[src/rtl/pwm_capture.sv]
// pwm_capture: input-capture peripheral measuring the active-phase width and
// full period of an external pulse in prescaled ticks, with a small register
// window on the shared data bus and an active-low interrupt.
module pwm_capture #(
  parameter logic [31:0] base_address = 32'h40C0,
  parameter int          CNT_W        = 32
) (
  input  logic        clk,
  input  logic        reset,
  input  logic [31:0] data_bus_write,
  output logic [31:0] data_bus_read,
  input  logic [31:0] data_bus_addr,
  input  logic [1:0]  data_bus_mode,
  input  logic        data_bus_select,
  input  logic        capture_in,
  output logic        capture_irq
);

  localparam logic [31:0] OFF_CNTRL   = 32'h00;
  localparam logic [31:0] OFF_PRSCLR  = 32'h04;
  localparam logic [31:0] OFF_HIGH    = 32'h08;
  localparam logic [31:0] OFF_PERIOD  = 32'h0C;
  localparam logic [31:0] OFF_STATUS  = 32'h10;
  localparam logic [31:0] OFF_TIMEOUT = 32'h14;

  typedef enum logic [1:0] {
    ST_IDLE,
    ST_ARM,
    ST_HIGH,
    ST_LOW
  } state_t;

  // Input path flops
  logic [1:0]       sync_q, sync_d;
  logic             prev_q, prev_d;

  // Control / configuration registers
  logic             enable_q, enable_d;
  logic             irq_en_q, irq_en_d;
  logic             invert_q, invert_d;
  logic [CNT_W-1:0] prsclr_th_q, prsclr_th_d;
  logic [CNT_W-1:0] timeout_th_q, timeout_th_d;

  // Measurement state
  state_t           state_q, state_d;
  logic [CNT_W-1:0] cnt_q, cnt_d;
  logic [CNT_W-1:0] presc_q, presc_d;
  logic [CNT_W-1:0] high_tmp_q, high_tmp_d;
  logic [CNT_W-1:0] high_cap_q, high_cap_d;
  logic [CNT_W-1:0] period_cap_q, period_cap_d;
  logic             valid_q, valid_d;
  logic             overrun_q, overrun_d;
  logic             timeout_q, timeout_d;

  // Combinational helpers
  logic [31:0]      addr_off;
  logic             wr_en;
  logic             wr_cntrl, wr_prsclr, wr_status, wr_timeout;
  logic             sig, rise, fall;
  logic             tick;
  logic [CNT_W-1:0] cnt_next;
  logic [CNT_W-1:0] presc_next;
  logic             timeout_hit;
  logic             cap_set, to_set;

  assign addr_off   = data_bus_addr - base_address;
  assign wr_en      = data_bus_select && (data_bus_mode == 2'b10);
  assign wr_cntrl   = wr_en && (addr_off == OFF_CNTRL);
  assign wr_prsclr  = wr_en && (addr_off == OFF_PRSCLR);
  assign wr_status  = wr_en && (addr_off == OFF_STATUS);
  assign wr_timeout = wr_en && (addr_off == OFF_TIMEOUT);

  // Polarity-corrected input and edge detection against the registered copy.
  assign sig  = sync_q[1] ^ invert_q;
  assign rise = sig & ~prev_q;
  assign fall = ~sig & prev_q;

  // Prescaler fires a tick when it reaches the threshold; counter saturates.
  assign tick        = (presc_q >= prsclr_th_q);
  assign presc_next  = tick ? '0 : presc_q + 1'b1;
  assign cnt_next    = (&cnt_q) ? cnt_q : cnt_q + CNT_W'(tick);
  assign timeout_hit = (timeout_th_q != '0) && (cnt_next >= timeout_th_q) && !(rise || fall);

  assign capture_irq = !(enable_q && irq_en_q && (valid_q || timeout_q));

  // Synchroniser shift and edge reference; a CNTRL write re-seeds the
  // reference with the new polarity so an invert change is not seen as an edge.
  always_comb begin
    sync_d = {sync_q[0], capture_in};
    prev_d = wr_cntrl ? (sync_q[1] ^ data_bus_write[2]) : sig;
  end

  // Configuration register writes.
  always_comb begin
    enable_d     = wr_cntrl   ? data_bus_write[0] : enable_q;
    irq_en_d     = wr_cntrl   ? data_bus_write[1] : irq_en_q;
    invert_d     = wr_cntrl   ? data_bus_write[2] : invert_q;
    prsclr_th_d  = wr_prsclr  ? data_bus_write[CNT_W-1:0] : prsclr_th_q;
    timeout_th_d = wr_timeout ? data_bus_write[CNT_W-1:0] : timeout_th_q;
  end

  // Measurement FSM: next state, counters and capture loads.
  always_comb begin
    state_d      = state_q;
    cnt_d        = cnt_next;
    presc_d      = presc_next;
    high_tmp_d   = high_tmp_q;
    high_cap_d   = high_cap_q;
    period_cap_d = period_cap_q;
    cap_set      = 1'b0;
    to_set       = 1'b0;

    case (state_q)
      ST_IDLE: begin
        cnt_d   = '0;
        presc_d = '0;
      end
      ST_ARM: begin
        if (rise) begin
          state_d = ST_HIGH;
          cnt_d   = '0;
          presc_d = '0;
        end
      end
      ST_HIGH: begin
        if (fall) begin
          state_d    = ST_LOW;
          high_tmp_d = cnt_next;
        end else if (timeout_hit) begin
          state_d = ST_ARM;
          to_set  = 1'b1;
          cnt_d   = '0;
          presc_d = '0;
        end
      end
      ST_LOW: begin
        if (rise) begin
          state_d      = ST_HIGH;
          period_cap_d = cnt_next;
          high_cap_d   = high_tmp_q;
          cap_set      = 1'b1;
          cnt_d        = '0;
          presc_d      = '0;
        end else if (timeout_hit) begin
          state_d = ST_ARM;
          to_set  = 1'b1;
          cnt_d   = '0;
          presc_d = '0;
        end
      end
      default: begin
        state_d = ST_IDLE;
        cnt_d   = '0;
        presc_d = '0;
      end
    endcase

    // A control write restarts the measurement but keeps captures and flags.
    if (wr_cntrl) begin
      state_d      = data_bus_write[0] ? ST_ARM : ST_IDLE;
      cnt_d        = '0;
      presc_d      = '0;
      high_tmp_d   = '0;
      high_cap_d   = high_cap_q;
      period_cap_d = period_cap_q;
      cap_set      = 1'b0;
      to_set       = 1'b0;
    end
  end

  // Write-one-to-clear flags; a hardware set in the same cycle wins.
  always_comb begin
    valid_d   = (valid_q   && !(wr_status && data_bus_write[0])) || cap_set;
    overrun_d = (overrun_q && !(wr_status && data_bus_write[1])) || (cap_set && valid_q);
    timeout_d = (timeout_q && !(wr_status && data_bus_write[2])) || to_set;
  end

  // Register read mux, purely from the address.
  always_comb begin
    data_bus_read = '0;
    case (addr_off)
      OFF_CNTRL:   data_bus_read = {29'd0, invert_q, irq_en_q, enable_q};
      OFF_PRSCLR:  data_bus_read = prsclr_th_q;
      OFF_HIGH:    data_bus_read = high_cap_q;
      OFF_PERIOD:  data_bus_read = period_cap_q;
      OFF_STATUS:  data_bus_read = {29'd0, timeout_q, overrun_q, valid_q};
      OFF_TIMEOUT: data_bus_read = timeout_th_q;
      default:     data_bus_read = '0;
    endcase
  end

  // Input synchroniser and edge reference register.
  always_ff @(posedge clk) begin
    if (reset) begin
      sync_q <= '0;
      prev_q <= 1'b0;
    end else begin
      sync_q <= sync_d;
      prev_q <= prev_d;
    end
  end

  // Configuration, FSM, counters, captures and status.
  always_ff @(posedge clk) begin
    if (reset) begin
      enable_q     <= 1'b0;
      irq_en_q     <= 1'b0;
      invert_q     <= 1'b0;
      prsclr_th_q  <= '0;
      timeout_th_q <= '0;
      state_q      <= ST_IDLE;
      cnt_q        <= '0;
      presc_q      <= '0;
      high_tmp_q   <= '0;
      high_cap_q   <= '0;
      period_cap_q <= '0;
      valid_q      <= 1'b0;
      overrun_q    <= 1'b0;
      timeout_q    <= 1'b0;
    end else begin
      enable_q     <= enable_d;
      irq_en_q     <= irq_en_d;
      invert_q     <= invert_d;
      prsclr_th_q  <= prsclr_th_d;
      timeout_th_q <= timeout_th_d;
      state_q      <= state_d;
      cnt_q        <= cnt_d;
      presc_q      <= presc_d;
      high_tmp_q   <= high_tmp_d;
      high_cap_q   <= high_cap_d;
      period_cap_q <= period_cap_d;
      valid_q      <= valid_d;
      overrun_q    <= overrun_d;
      timeout_q    <= timeout_d;
    end
  end

endmodule
[config.mk]
export PLATFORM = sky130hd
export DESIGN_NAME = pwm_capture
export DESIGN_NICKNAME = d
export VERILOG_FILES = /design/src/rtl/pwm_capture.sv
export SDC_FILE = /design/constraint.sdc
export NUM_CORES = 1
export LEC_CHECK = 0
export BUFFER_PORTS_ARGS = -buffer_cell sky130_fd_sc_hd__buf_2
export CAP_MARGIN = 10
export CORE_MARGIN = 5
export CORE_UTILIZATION = 40
export CTS_CLUSTER_DIAMETER = 100
export DETAILED_ROUTE_END_ITERATION = 12
export PLACE_DENSITY = 0.66
export SKIP_CTS_REPAIR_TIMING = 1
export SLEW_MARGIN = 10
export SYNTH_ARGS = -nofsm -noshare
export SYNTH_HDL_FRONTEND = slang
export SYNTH_SLANG_ARGS = --single-unit
export TNS_END_PERCENT = 20
[constraint.sdc]
create_clock -name clk -period 4.96 [get_ports clk]
set_input_delay 0.992 -clock clk [delete_from_list [all_inputs] [get_ports clk]]
set_output_delay 0.992 -clock clk [all_outputs]
set_load 0.05 [all_outputs]
After elaboration in Yosys (flattened, before gate mapping)
Cells that the tools add are included.
{ "op_classes": {"reduce_logical": 35, "n_div": 0, "n_lt_le_gt_ge": 2, "n_eq_ne": 10, "add_sub_neg": 3, "shifts": 0, "mux": 29, "multipliers": 0, "bitwise": 7} }
{ "op_table": {"columns": ["cell", "count"], "rows": [
  ["32-bit two-way mux", 10],
  ["32-bit case mux with 4 select lines", 2],
  ["32-bit case mux with 6 select lines", 1],
  ["32-bit by 4-bit equality test with 1-bit output (second input constant)", 2],
  ["32-bit by 5-bit equality test with 1-bit output (second input constant)", 2],
  ["32-bit >= comparator", 2],
  ["32-bit by 1-bit adder with 32-bit output", 1],
  ["32-bit by 1-bit adder with 32-bit output (second input constant)", 1],
  ["32-bit by 3-bit equality test with 1-bit output (second input constant)", 1],
  ["32-bit zero test", 1],
  ["32-bit AND reduction", 1],
  ["32-bit nonzero test", 1],
  ["32-bit by 15-bit subtractor with 32-bit output (second input constant)", 1],
  ["1-bit logical AND", 16],
  ["2-bit two-way mux", 5],
  ["1-bit two-way mux", 9],
  ["2-bit equality test (second input constant)", 3],
  ["2-bit case mux with 3 select lines", 1],
  ["1-bit zero test", 5],
  ["1-bit logical OR", 5],
  ["2-bit AND reduction", 2],
  ["4-bit nonzero test", 1],
  ["3-bit != test (second input constant)", 1],
  ["1-bit inverter", 3],
  ["other kinds (7)", 9]
]} }
{ "word_totals": {"romBits": 0, "input_bits": 70, "latchBits": 0, "output_inout_bits": 33, "n_memories": 0, "register_bits": 235, "elab_cells": 102, "ramBits": 0} }

Depth between registers and ports, before layout
Gate-level depths: netlist (run 1).
{ "depth": {"word_depth": 11, "depth_mapped": 24, "ltp_nobuf": 23} }

Worst setup path after synthesis (run 1)
Ideal clock, no wire load.
{ "synth_path": {"path_type": "input to output", "from": "input port data_bus_addr[8]", "to": "output port data_bus_read[13]", "path_buffers": 1, "arrival_ps": 3760, "slack_ps": 208, "required_time_ps": 3968, "path_stages": 8, "path_cell_list": "or4_1 o31a_1 mux2i_1 or4b_4 nor4b_4 buf_2 nand3_1 nand4_1"} }
{ "synth_via": {"elab_chain_len": 3, "elab_cells_between_ends": 8, "classes_between": "add/sub (1); eq/ne (5); mux (1); reduce/logical (1)"} }
{ "synth_lines": {"columns": ["item", "line", "source"], "rows": [
  ["start, declared", "12", "input logic [31:0] data_bus_addr,"],
  ["32-bit by 15-bit subtractor with 32-bit output (*)", "66", "assign addr_off = data_bus_addr - base_address;"],
  ["32-bit by 5-bit equality test with 1-bit output, or another cell as far along", "181", "case (addr_off)"],
  ["32-bit case mux with 6 select lines (*)", "181", null],
  ["end, declared", "11", "output logic [31:0] data_bus_read,"]
]} }
Every way passes the cells marked *; elsewhere a longest branch is shown, timed or not.

Final worst setup path (run 1)
{ "layout_path": {"from": "input port data_bus_addr[8]", "to": "output port data_bus_read[31]"} }
The elaborated chain is that of the path after synthesis.

==> metrics.md, run 1 <==
| Metric | Value |
|---|---|
| Status | complete, no violations |
| DR pass1 iterations | 6 |
| Design area | 0.01507 sq mm |
| Total gr overflow | 0 |
| Fin. max-slew vios | 0 |
| Std cell rows | 64 |
| Synth unique cells | 56 |
| Worst path bufs/invs | 5 |
| Maximum capacitance violations | 0 |
| Area Growth Syn to Fin | 21.96% |
| Dpl cells | 2073 |
| All-Layer GR Usage | 20.84% |
| Post-route insts no fill | 2129 |
| Core area | 0.03059 sq mm |
| Startpoint type of the worst setup path | input pin |
| Synth Cell Area | 0.01236 sq mm |
| Fin. Hold Viols | 0 |
| Cell area after placement | between 0.01 and 0.015 sq mm |
| Yosys warning total | 0 |
| Share of cells above drive strength 1 | 19.04% |
| Initial DRC count | 821 |
| WS Path Type | input pin to primary output |
| Worst skew pair latency | 0.53 ns |
| Fmax | 203.8 MHz |
| Chip height | between 150 and 200 um |
| Fill count | 3004 |
| PwrDens | 274.1 mW/mm^2 |
| Max incr delay on CP | 0.60 ns |
| Leakage | approximately 5.7 nW |
| Detail Placement HPWL | about 27000 um |
| Total Power | 4.131 mW |
| H-tree levels | 1 |
| Die W | approximately 190 um |
| Final Skew | 0.01048 ns |
| Worst Hold Class | register to register |
| Vias | 12070 |
| Slew margin rel. | a little over a quarter |
| Fin crit period | 4.906 ns |
| #FFs+latches synth | about 240 |
| Fin crit share | 98.92% |
| Post-synthesis sequential area ratio | a little under two fifths |
| Initial antenna violation count | 0 |
| Final TNS setup | 0 ns |
| Crit path max-delay family | simple AND/OR/NAND/NOR gates |
| Vias/cell | about 5.7 |
| VDD IR max | between 0.2 and 0.25 mV |
| Largest net degree at the start of global routing | 95 |
| Crit path cell chain | buf_2 > or4_4 > o31a_1 > mux2i_1 > or4b_4 > nor4b_4 > buf_4 > buf_12 > buf_4 > nand3_1 > nand4_1 > clkbuf_4 |
| Syn Inst Count | 1584 |
| Slew @ Worst Pin | roughly 1.1 ns |
| Final net count | 1856 |
| Routed WL | between 30000 and 40000 um |
| Count of final setup violators | 0 |
| Final Util | 49.28% |
| CTS clk-pin slew, worst paths | about 0.06 ns |
| Critical-path maximum fanout | 14 |
| CP endpoint kind | primary output |
| Starting Density | 40.40% |
| CTS root buf | clkbuf_16 |
| Ports | 103 |
| Critical-path top delay cell | or4b_4 |
| First-pass GRT wire length | 58650 um |
| Num CTS Buffers | 26 |
| Clock sink count | 235 |
| Prevailing post-synth register cell | dfxtp_1 |
| Most frequent CP cell | buf_4 |
| Longest Clk Path Bufs | 3 |
| Syn Nets | 1727 |
| DIE AREA | 0.03451 sq mm |
| Post-route DRC | 0 |
| RD Place Congestion | 0.9211 |
| CP required | 3.97 ns |
| Diodes inserted | 0 |
| Number of I/O port buffers | 102 |
| Routed len/inst | roughly 18 um |
| Async set or reset register ratio after synthesis | 0% |
| EDFF count, synth | 0 |
| CTS tree | built |
| Worst Path Arrival | ~4 ns |
| Mapped Avg Cell Area | 7.803 sq um |
| Final ANT Viol Nets | 0 |
| Vias in the first global route | 11130 |
-- routing by layer --
metal	share of wire, %	routed length, um	up-vias	track usage, %
li1	-	-	5860	-
met1	44	16840	5687	28.31
met2	46	17450	435	33.99
met3	6.8	2614	88	3.322
met4	3.4	1295	0	6.791
met5	0	0	-	0
-- layout by cell type, fill, tap and decap left out, types with 5 or more instances in the layout --
cell,n
dfxtp_1,234
nand3_1,179
nand2_1,163
nor2_1,133
buf_4,113
inv_1,112
a21oi_1,102
nand4_1,87
buf_2,72
ha_1,71
a211oi_1,60
o21ai_0,52
nor3_1,44
a31o_2,35
xnor2_1,32
clkbuf_16,29
xor2_1,23
nor4_1,21
and3_1,12
nor3_2,9
clkbuf_4,9
buf_12,9
and2_1,8
clkbuf_1,6
clkinv_2,6
and4_1,5
mux2i_1,5
buf_6,5
-- metrics by stage --
step | setup WS, ns | hold WS, ns
finish | 0.05372 | 0.4400
global route | -0.09545 | 0.4557
CTS | -0.3804 | 0.4504
detailed placement | -0.3561 | 0.4369
global placement | -0.2186 | 0.4187
floorplan | 0.2084 | 0.4138
-- cell families after synthesis --
family | count (synthesis) | share of synthesized area, %
adders and majority gates | 73 | 7.390
and+or+nand+nor | 695 | 27.42
buffers and inverters | 223 | 7.299
xor gates and xnor gates | 59 | 4.181
DFF | 235 | 38.06
AOI/OAI and AO/OA | 294 | 15.24
muxes | 5 | 0.4050
-- final timing paths --
kind,depth (start not counted),start,to,slack (ns)
min,1,presc_q[0],presc_q[0],0.44
min reg2reg,1,presc_q[0],presc_q[0],0.44
max,12,data_bus_addr[8],data_bus_read[31],0.05
max reg2reg,24,prsclr_th_q[14],presc_q[10],0.15
-- where the power goes --
part           internal, mW  leakage (nW)  switching [mW]
clock network          1.26         0.449           0.800
registers              1.90          1.89         0.00634
logic                0.0546          3.32           0.114
-- registers in the layout, summed over array words and instances, names as in the netlist, 2 cells and up --
| name | flops |
|---|---|
| sync_q | 2 |
| high_tmp_q | 32 |
| high_cap_q | 32 |
| period_cap_q | 32 |
| timeout_th_q | 32 |
| prsclr_th_q | 32 |
| state_q | 2 |
| presc_q | 32 |
| cnt_q | 32 |
-- cell type report --
| type | count | area (sq um) | share of cell area [%] |
|---|---|---|---|
| clock buffers | 37 | 753.2 | 4.997 |
| multi-input cells | 1126 | 6959 | 46.17 |
| inverters | 113 | 424.2 | 2.814 |
| well taps | 396 | 495.5 | 3.287 |
| repair buffers | 211 | 1578 | 10.47 |
| flip-flops and latches | 235 | 4706 | 31.22 |
| clock inverters | 11 | 157.7 | 1.046 |
-- synth_stat cells (2+ instances only) --
cell,n,area share [%]
or3_1,3,0.15
buf_4,6,0.36
clkbuf_1,84,2.6
nand4_1,87,4.4
buf_2,10,0.40
nor3_1,53,2.1
a31oi_1,4,0.20
xor2_1,27,1.9
o211ai_1,4,0.24
o21ai_0,54,2.2
a21o_1,4,0.24
a31o_2,35,2.5
inv_1,113,3.4
buf_6,4,0.36
nor2b_1,5,0.25
ha_1,73,7.4
and3_1,13,0.66
and4_1,5,0.35
o22ai_1,2,0.10
buf_1,6,0.18
a221o_1,3,0.24
a21oi_1,105,4.3
a211oi_1,63,3.8
dfxtp_1,235,38
o31ai_1,2,0.12
o21a_1,3,0.18
xnor2_1,32,2.3
nand2b_1,3,0.15
or4_1,7,0.43
nor4b_4,2,0.38
and2_1,9,0.46
nand2_1,164,5.0
nor2_1,134,4.1
a311oi_1,2,0.14
nor4_1,23,1.2
nand3_1,179,7.2
a32o_1,3,0.24
mux2i_1,5,0.40
(Power assumes the default switching activity.)
==> run 2: changes to the inputs <==
- CORE_UTILIZATION: 40 -> 60
- PLACE_DENSITY: 0.66 -> 0.87
- clock period: 4.96 -> 6 ns (I/O delays scaled with it)
==> run 2 against run 1 <==
- non-clock buffer count fell by 82
- utilization up 19 points
- register-to-register slack better by 0.32 ns
- flip-flop and latch count unchanged
- sequential share of layout area rose by 2.8 points
- power down 22%
- clock skew up 0.015 ns
- final cell count shrank 9.9%
- largest power group is now sequential cells
- critical endpoint is now presc_q[8]
- worst hold slack improved by 0.010 ns
- routed wire length decreased by 7.8%
- global-route usage grew 7.8 points
==> metrics.md, run 2 (synthesis gave the netlist of run 1 again) <==
| Metric | Value |
|---|---|
| Worst skew pair latency | between 0.5 and 0.6 ns |
| Detail Placement HPWL | 24130 um |
| Fin crit share | 92.21% |
| H-tree levels | 1 |
| Slew margin rel. | 21.31% |
| Total Power | 3.235 mW |
| Psw | about 0.74 mW |
| Worst Path Arrival | 5.96 ns |
| Crit path cell chain | inv_1 > ha_1 > nand4_1 > nor4_1 > a21oi_1 > inv_1 > ha_1 > and4_1 > nor2b_1 > nand3_1 > xor2_1 > inv_1 > ha_1 > a211oi_1 > o21ai_0 > o221ai_1 > a21oi_1 > a21oi_1 > o211ai_1 > buf_12 > nor3_1 |
| WS Path Type | register to register |
| Diodes inserted | 0 |
| Critical-path maximum fanout | 32 |
| Num CTS Buffers | 25 |
| Most frequent cells in the layout | dfxtp_1, nand3_1, nand2_1, nor2_1, inv_1 |
| Routed len/inst | 18.35 um |
| Fin. Hold Viols | 0 |
| Switching fraction of total power | 22.75% |
| Maximum capacitance violations | 0 |
| Share of cells above drive strength 1 | 12.98% |
| Leakage | approximately 5.1 nW |
| Routed WL | 35210 um |
| Largest net degree at the start of global routing | 94 |
| CTS tree | built |
| Worst path bufs/invs | 4 |
| Count of final setup violators | 0 |
| CTS root buf | clkbuf_16 |
| Final Skew | 0.02585 ns |
| Ports | 103 |
| Flop2flop setup slack | about 0.47 ns |
| Vias/cell | 6.274 |
| Initial DRC count | between 900 and 1000 |
| DR pass1 iterations | 8 |
| CTS clk-pin slew, worst paths | 0.06 ns |
| Initial antenna violation count | 0 |
| All-Layer GR Usage | 28.66% |
| Total gr overflow | 0 |
| Startpoint type of the worst setup path | register |
| RD Place Congestion | about 0.94 |
| Chip height | 153.5 um |
| Final TNS setup | 0 ns |
| Core area | just over 0.02 sq mm |
| Std cell rows | 52 |
| Fmax | 180.8 MHz |
| Final Util | between 60 and 70% |
| DIE AREA | 0.02357 sq mm |
| WHS | 0.4505 ns |
| Final net count | 1773 |
| Crit path max-delay family | simple AND/OR/NAND/NOR gates |
| Area Growth Syn to Fin | 11.87% |
| Fin. max-slew vios | 0 |
| RSZ-0062 raised after global routing | false |
| Seq pwr share | 48.6% |
| Longest Clk Path Bufs | 3 |
| Number of I/O port buffers | 102 |
| Post-route DRC | 0 |
| Status | complete, no violations |
| VDD IR max | 0.1970 mV |
| Fin crit period | 5.532 ns |
| Most common cell after layout, fill and taps aside | dfxtp_1 |
| First-pass GRT wire length | between 50000 and 60000 um |
| Worst Hold Class | register to register |
| Internal power | 2.499 mW |
| Vias in the first global route | 11320 |
| Die W | 153.5 um |
| Critical-path top delay cell | nor2b_1 |
| Clock power frac | between 40% and 50% |
| Final worst-path setup slack | 0.4676 ns |
| CP required | 6.42 ns |
| PwrDens | 234.0 mW/mm^2 |
| Slew @ Worst Pin | between 1 and 1.5 ns |
| Max incr delay on CP | 0.58 ns |
| CP endpoint kind | register |
| Gate power share | 4.0% |
| Vias | 12040 |
| Starting Density | 61.08% |
| Place WS | about 0.49 ns |
| Final ANT Viol Nets | 0 |
| Clock sink count | 235 |
==> run 2: area by class of cell <==
class | instances | area [sq um]
Clock buffer | 34 | 689.4
Clock inverter | 12 | 118.9
Fill cell | 1639 | 6409
Inverter | 113 | 424.2
Multi-Input combinational cell | 1126 | 6773
Sequential cell | 235 | 4705
Tap cell | 270 | 337.8
Timing Repair Buffer | 129 | 778.2
==> run 2: power groups by stage <==
| stage | Combinational, mW | Sequential, mW | Clock [mW] |
|---|---|---|---|
| floorplan | 0.0737 | 1.60 | 0 |
| global placement | 0.122 | 1.61 | 0 |
| detailed placement | 0.125 | 1.61 | 0 |
| CTS | 0.127 | 1.57 | 1.54 |
| global route | 0.141 | 1.57 | 1.62 |
| finish | 0.130 | 1.57 | 1.53 |
==> run 2: path summary, 6_finish.rpt <==
check,end,cells past startpoint,from
worst min register to register,high_cap_q[11],2,high_tmp_q[11]
worst min-delay path,high_cap_q[11],2,high_tmp_q[11]
worst max register to register,presc_q[8],21,prsclr_th_q[26]
worst max-delay path,presc_q[8],21,prsclr_th_q[26]
==> run 2: stage by stage <==
step / std cells / cell area, sq um
6_report: 1919 / 13830
5_1_grt: 1919 / 13830
4_1_cts: 1919 / 13830
3_5_place_dp: 1873 / 13020
3_3_place_gp: 1873 / 13020
2_1_floorplan: 1584 / 12360
==> run 2: tightest hold or removal path: cells and delay by family, from the launching register on <==
family | cells | cell delay [ns]
simple gates | 1 | 0.06
compound gates | 1 | 0.05
flops | 1 | 0.31
==> run 2: routing by layer <==
layer / routed length [um] / GRT usage (%) / vias to the layer above
met5: 0 / 0 / -
met2: 16490 / 47.34 / 565
li1: - / - / 5703
met3: 3012 / 5.003 / 124
met4: 1886 / 14.47 / 0
met1: 13820 / 36.13 / 5648
